<file path="src/rtl/iterative_branch_comparator.sv">
// Multi-cycle branch-condition comparator: walks the operands one CHUNK per
// cycle from the MSB chunk and stops at the first differing chunk. Also keeps
// a small condition-flag register that results can be written into and read
// back through flag-read op codes.
module iterative_branch_comparator #(
  parameter int WIDTH     = 32,
  parameter int CHUNK     = 8,
  parameter int NUM_FLAGS = 4
) (
  input  logic                 Clock,
  input  logic                 ResetN,
  input  logic                 InValid,
  output logic                 InReady,
  input  logic [3:0]           Operation,
  input  logic [WIDTH-1:0]     Operand1,
  input  logic [WIDTH-1:0]     Operand2,
  input  logic                 FlagWrite,
  input  logic [2:0]           FlagDest,
  output logic                 OutValid,
  input  logic                 OutReady,
  output logic                 Result,
  output logic [NUM_FLAGS-1:0] Flags
);

  localparam int NCHUNK = WIDTH / CHUNK;
  localparam int CW     = (NCHUNK > 1) ? $clog2(NCHUNK) : 1;

  typedef enum logic [1:0] {
    S_IDLE,
    S_RUN,
    S_DONE
  } state_t;

  state_t                 r_state;
  state_t                 w_next;

  logic [2:0]             r_op;
  logic [WIDTH-1:0]       r_a;
  logic [WIDTH-1:0]       r_b;
  logic                   r_fw;
  logic [2:0]             r_fdest;
  logic [CW-1:0]          r_cnt;
  logic                   r_result;
  logic [NUM_FLAGS-1:0]   r_flags;

  logic [CHUNK-1:0]       w_ca;
  logic [CHUNK-1:0]       w_cb;
  logic                   w_top;
  logic                   w_signed;
  logic                   w_ceq;
  logic                   w_cgt;
  logic                   w_term;
  logic                   w_cmp_res;
  logic                   w_flag_res;

  // Chunk evaluation. Operands are shifted left each cycle so the chunk under
  // test is always the top CHUNK bits; since the run stops at the first
  // differing chunk, that chunk alone decides eq/gt for the whole word.
  always_comb begin
    w_ca     = r_a[WIDTH-1 -: CHUNK];
    w_cb     = r_b[WIDTH-1 -: CHUNK];
    w_top    = (r_cnt == CW'(NCHUNK - 1));
    w_signed = (r_op == 3'd4) || (r_op == 3'd5) || (r_op == 3'd7);
    if (w_top && w_signed) begin
      w_ca[CHUNK-1] = ~w_ca[CHUNK-1];
      w_cb[CHUNK-1] = ~w_cb[CHUNK-1];
    end
    w_ceq  = (w_ca == w_cb);
    w_cgt  = (w_ca > w_cb);
    w_term = !w_ceq || (r_cnt == '0);
    case (r_op)
      3'd0:       w_cmp_res = w_ceq;
      3'd1:       w_cmp_res = !w_ceq;
      3'd2, 3'd4: w_cmp_res = w_cgt || w_ceq;
      3'd3, 3'd5: w_cmp_res = w_cgt;
      default:    w_cmp_res = !w_cgt && !w_ceq;
    endcase
  end

  // Flag-read result for the op presented at the input; codes past NUM_FLAGS read 0.
  always_comb begin
    w_flag_res = 1'b0;
    for (int unsigned i = 0; i < NUM_FLAGS; i++) begin
      if (Operation == 4'(8 + i)) w_flag_res = r_flags[i];
    end
  end

  // State register.
  always_ff @(posedge Clock or negedge ResetN) begin
    if (!ResetN) r_state <= S_IDLE;
    else         r_state <= w_next;
  end

  // Next-state and handshake outputs.
  always_comb begin
    w_next   = r_state;
    InReady  = 1'b0;
    OutValid = 1'b0;
    case (r_state)
      S_IDLE: begin
        InReady = 1'b1;
        if (InValid) w_next = Operation[3] ? S_DONE : S_RUN;
      end
      S_RUN: begin
        if (w_term) w_next = S_DONE;
      end
      S_DONE: begin
        OutValid = 1'b1;
        if (OutReady) w_next = S_IDLE;
      end
      default: w_next = S_IDLE;
    endcase
  end

  // Operand capture, chunk stepping, result and flag register updates.
  always_ff @(posedge Clock or negedge ResetN) begin
    if (!ResetN) begin
      r_op     <= '0;
      r_a      <= '0;
      r_b      <= '0;
      r_fw     <= 1'b0;
      r_fdest  <= '0;
      r_cnt    <= '0;
      r_result <= 1'b0;
      r_flags  <= '0;
    end else begin
      case (r_state)
        S_IDLE: begin
          if (InValid) begin
            r_op    <= Operation[2:0];
            r_a     <= Operand1;
            r_b     <= Operand2;
            r_fw    <= FlagWrite;
            r_fdest <= FlagDest;
            r_cnt   <= CW'(NCHUNK - 1);
            if (Operation[3]) begin
              r_result <= w_flag_res;
              if (FlagWrite) begin
                for (int unsigned i = 0; i < NUM_FLAGS; i++) begin
                  if (FlagDest == 3'(i)) r_flags[i] <= w_flag_res;
                end
              end
            end
          end
        end
        S_RUN: begin
          if (w_term) begin
            r_result <= w_cmp_res;
            if (r_fw) begin
              for (int unsigned i = 0; i < NUM_FLAGS; i++) begin
                if (r_fdest == 3'(i)) r_flags[i] <= w_cmp_res;
              end
            end
          end else begin
            r_a   <= r_a << CHUNK;
            r_b   <= r_b << CHUNK;
            r_cnt <= r_cnt - CW'(1);
          end
        end
        default: ;
      endcase
    end
  end

  assign Result = r_result;
  assign Flags  = r_flags;

endmodule
</file>
<file path="config.mk">
export PLATFORM = sky130hd
export DESIGN_NAME = iterative_branch_comparator
export DESIGN_NICKNAME = d
export VERILOG_FILES = /design/src/rtl/iterative_branch_comparator.sv
export SDC_FILE = /design/constraint.sdc
export NUM_CORES = 1
export LEC_CHECK = 0
export BUFFER_PORTS_ARGS = -buffer_cell sky130_fd_sc_hd__buf_2
export CELL_PAD_IN_SITES_DETAIL_PLACEMENT = 1
export CELL_PAD_IN_SITES_GLOBAL_PLACEMENT = 2
export CORE_AREA = 5 5 127 129
export DETAILED_ROUTE_END_ITERATION = 6
export DIE_AREA = 0 0 132 134
export MAX_ROUTING_LAYER = met4
export PLACE_DENSITY = 0.78
export SLEW_MARGIN = 25
export SYNTH_ARGS = -nofsm -noshare
export SYNTH_HDL_FRONTEND = slang
export SYNTH_SLANG_ARGS = --single-unit
export TNS_END_PERCENT = 5
</file>
<file path="constraint.sdc">
create_clock -name Clock -period 2.2 [get_ports Clock]
set_input_delay 0.55 -clock Clock [delete_from_list [all_inputs] [get_ports Clock]]
set_output_delay 0.55 -clock Clock [all_outputs]
set_load 0.01 [all_outputs]
</file>
==> results.md <==
| Result | Value | Unit |
|:---|:---|:---|
| Result of the run | complete, no violations | - |
| Mapped cell area | 0.003914 | sq mm |
| Prevailing post-synth register cell | sky130_fd_sc_hd__dfrtp_1 | - |
| Storage element area | 0.002002 | sq mm |
| Async set-reset flop share out of synthesis | 1.000 | - |
| Total gr overflow | 0 | - |
| Ratio of routed vias to standard cells | 4.729 | - |
| Clock transition at the registers of the reported paths | 0.06 | ns |
| First-iteration detailed-routing DRC count | 119 | - |
| Max-cap violation count | 0 | - |
| Required time of the worst setup path | 2.40 | ns |
| Area growth from synthesis to layout | 27.81 | % |
| Core Footprint | 0.01492 | sq mm |
| First-pass GRT wire length | 18810 | um |
| Deepest clock path buffer count | 2 | - |
| Final hold vios | 0 | - |
| Depth of the most critical reg-to-reg path | 9 | - |
| Actual transition at the worst max-transition pin | 0.4334 | ns |
| Type of the worst setup path | flip-flop to flip-flop | - |
| Initial antenna violation count | 1 | - |
| Place WS | -0.08700 | ns |
| Die area | 0.01769 | sq mm |
| Placed cell count | 686 | - |
| Worst Skew | 0.005115 | ns |
| TritonCTS buffer count | 9 | - |
| Cell Chain, Critical Path | inv_1 > ha_1 > nand2b_4 > a221oi_4 > o32ai_2 > a211o_1 > a211oi_2 > buf_4 > o22ai_1 | - |
| Clock Sink Count | 80 | - |
| Number of distinct library cells after synthesis | 45 | - |
| Syn Inst Count | 426 | - |
| Post-synthesis area per instance | 9.187 | sq um |
| Vias in the first global route | 3705 | - |
| Clk Latency, worst-skew pair | 0.33 | ns |
| Top-level I/O count | 83 | - |
| Total Wirelength | 11420 | um |
| Final layout net count | 595 | - |
| Quantity of hold-fixing buffers added after cts | 0 | - |
| Part of the Yosys area used for sequential elements | 0.5115 | - |
| Synth warn | 0 | - |
| Initial Util | 0.2623 | - |
| Tot Pwr | 6.241 | mW |
| EDFF count, synth | 0 | - |
| Post-synthesis register bit count | 80 | - |
| Cell with the biggest individual delay on the critical path | sky130_fd_sc_hd__dfrtp_1 | - |
| Startpoint of the worst-slack reg-to-reg timing path | r_a[24]$_DFFE_PN0P_ | - |
| Via count | 3329 | - |
| Final HPWL DP | 8650 | um |
| Routed length per instance | 16.22 | um |
| Type of origin of the critical path | flip-flop | - |
| CTS tree | built | - |
| Slew headroom | 0.7111 | - |
| R2R Path End | Flags[3]$_DFFE_PN0P_ | - |
| Multi-input gate area in the final layout | 0.001808 | sq mm |
| Max-slew violation count | 0 | - |
| Die boundary height | 134 | um |
| Number of iterations in the first detailed-routing pass | 4 | - |
| DRT antenna net count | 0 | - |
| Pleak | 2.299 | nW |
| Max H-tree Level | 3 | - |
| Type of element capturing the critical path | flip-flop | - |
| Layout fillers | 1736 | - |
| Hold Worst Slack | 0.08430 | ns |
| Maximum single-stage delay on the critical path | 0.34 | ns |
| Highest attainable clock frequency | 472.9 | MHz |
| Final-report setup violation count | 0 | - |
| Critical-path maximum fanout | 5 | - |
| Residual DRC | 0 | - |
| Total number of placement rows | 45 | - |
| Pin count of the biggest net entering global routing | 39 | - |
| Non-filler instance count after layout | 704 | - |
| Count of buffers from port buffering | 82 | - |
| Final cell utilization of the core | 0.3353 | - |
| Clock root buffer master | sky130_fd_sc_hd__clkbuf_16 | - |
| Worst setup slack for register-to-register paths | 0.09 | ns |
| Maximum resistive drop on vdd | 0.3473 | mV |
| Fraction of final layout cells with drive strength greater than 1 | 0.2835 | - |
| Setup WS post-layout | 0.08516 | ns |
| Horiz. Die Dim | 132 | um |
| Net count after synthesis | 511 | - |
| Total Routing Usage GR | 0.1339 | - |
| Final weighted congestion in routability-driven placement | 0.7868 | - |
| Portion of the clock cycle consumed by the worst path in the final layout | 0.9613 | - |
| Fin crit period | 2.115 | ns |
| Min-Delay Path Class | input pin to async pin | - |
| CP arrival | 2.32 | ns |
| Power per Cell Area | 1248 | mW/mm^2 |
[metal layers]
layer / global-route usage / vias to the layer above / wire length, um
met5: - / - / 0
met4: 0.06114 / 0 / 338
met3: 0.01725 / 21 / 292
met2: 0.2156 / 58 / 5673
met1: 0.1686 / 1608 / 5115
li1: - / 1642 / -
[area by class of cell]
type                    instances  share of cell area
diodes                          1           0.0005002
clock buffers                  13             0.05403
clock inverters                 3            0.003001
inverters                      15             0.01126
multi-input cells             302              0.3614
flip-flops and latches         80              0.4002
well taps                     188             0.04702
repair buffers                102              0.1226
[layout by cell type, fill, tap and decap left out, types with 2 or more instances in the layout]
cell type,count
sky130_fd_sc_hd__nand2_1,105
sky130_fd_sc_hd__buf_2,81
sky130_fd_sc_hd__dfrtp_1,80
sky130_fd_sc_hd__nor2_1,58
sky130_fd_sc_hd__a31oi_1,50
sky130_fd_sc_hd__a22o_1,17
sky130_fd_sc_hd__buf_4,17
sky130_fd_sc_hd__inv_1,13
sky130_fd_sc_hd__clkbuf_16,9
sky130_fd_sc_hd__mux2_2,7
sky130_fd_sc_hd__a21oi_1,6
sky130_fd_sc_hd__ha_1,6
sky130_fd_sc_hd__nor3_1,5
sky130_fd_sc_hd__o22ai_1,4
sky130_fd_sc_hd__buf_12,4
sky130_fd_sc_hd__nor4_4,3
sky130_fd_sc_hd__o21ai_0,3
sky130_fd_sc_hd__ha_4,3
sky130_fd_sc_hd__clkinv_2,3
sky130_fd_sc_hd__clkbuf_8,3
sky130_fd_sc_hd__inv_2,2
sky130_fd_sc_hd__nand2b_1,2
sky130_fd_sc_hd__a21o_1,2
sky130_fd_sc_hd__a21boi_0,2
sky130_fd_sc_hd__nand3b_1,2
[report_power, final]
group	internal [mW]	switching [mW]
Sequential	2.09	0.449
Clock	0.851	0.559
Combinational	1.09	1.20
[synthesized netlist by cell type (all sizes together), types with 2 or more instances]
cell,number,area (sq um)
nand2,105,394.1
a22o,18,166.4
nor3,5,25.02
ha,9,112.6
mux2,7,78.83
a221oi,2,17.52
nor2b,2,12.51
a21oi,6,30.03
o22ai,4,25.02
nor4,3,46.29
a31oi,50,312.8
o21ai,4,20.01
a21o,3,22.52
clkbuf,11,41.29
a21boi,2,15.01
nand2b,4,25.02
inv,15,56.30
buf,18,115.1
nor2,59,224.0
dfrtp,80,2002
nand3b,2,15.01
a211oi,2,20.02
[flip-flops by register name, summed over array words and instances, names as in the netlist]
signal   cells
r_a         32
r_b         32
Flags        4
r_fdest      3
r_op         3
r_cnt        2
r_state      2
Result       1
r_fw         1
[logic make-up after synthesis]
| group | synth area share |
|---|---|
| AOI/OAI and AO/OA | 0.1736 |
| xor gates and xnor gates | 0.004157 |
| adders and majority gates | 0.02877 |
| buffers and inverters | 0.05435 |
| DFF | 0.5115 |
| muxes | 0.02590 |
| and+or+nand+nor | 0.2017 |
[worst max path at each step]
stage                              startpoint                    to  slack (ns)  cells after the start
after CTS                 r_b[25]$_DFFE_PN0P_  Flags[3]$_DFFE_PN0P_      0.0007                      9
after floorplan           r_a[27]$_DFFE_PN0P_    Result$_DFFE_PN0P_        0.17                      7
after global placement    r_a[27]$_DFFE_PN0P_  Flags[0]$_DFFE_PN0P_       -0.03                      8
after detailed placement  r_a[27]$_DFFE_PN0P_  Flags[0]$_DFFE_PN0P_       -0.09                      8
after global routing      r_a[24]$_DFFE_PN0P_  Flags[2]$_DFFE_PN0P_       -0.01                      9
final                     r_a[24]$_DFFE_PN0P_  Flags[3]$_DFFE_PN0P_        0.09                      9
[worst max-delay path, delay by kind of cell (launching register included)]
family          cells  cell delay, ns
simple gates        1            0.16
fa+ha+maj           1            0.31
buf+inv             2            0.22
compound gates      5            0.98
flops               1            0.34
[per-stage QoR]
step | setup TNS (ns) | cell area [sq um]
2_1_floorplan | 0 | 3914
3_3_place_gp | -0.1276 | 4609
3_5_place_dp | -0.4127 | 4609
4_1_cts | 0 | 4946
5_1_grt | -0.02391 | 5002
6_report | 0 | 5002
[repair_timing]
action | in CTS | in global routing
gates resized for setup | 6 | 7
setup endpoints to repair | 5 | 11
buffers inserted | 1 | 0
pin swaps | 5 | 3
gates cloned | 0 | 0
No activity file was read; power rests on OpenSTA's default activity.
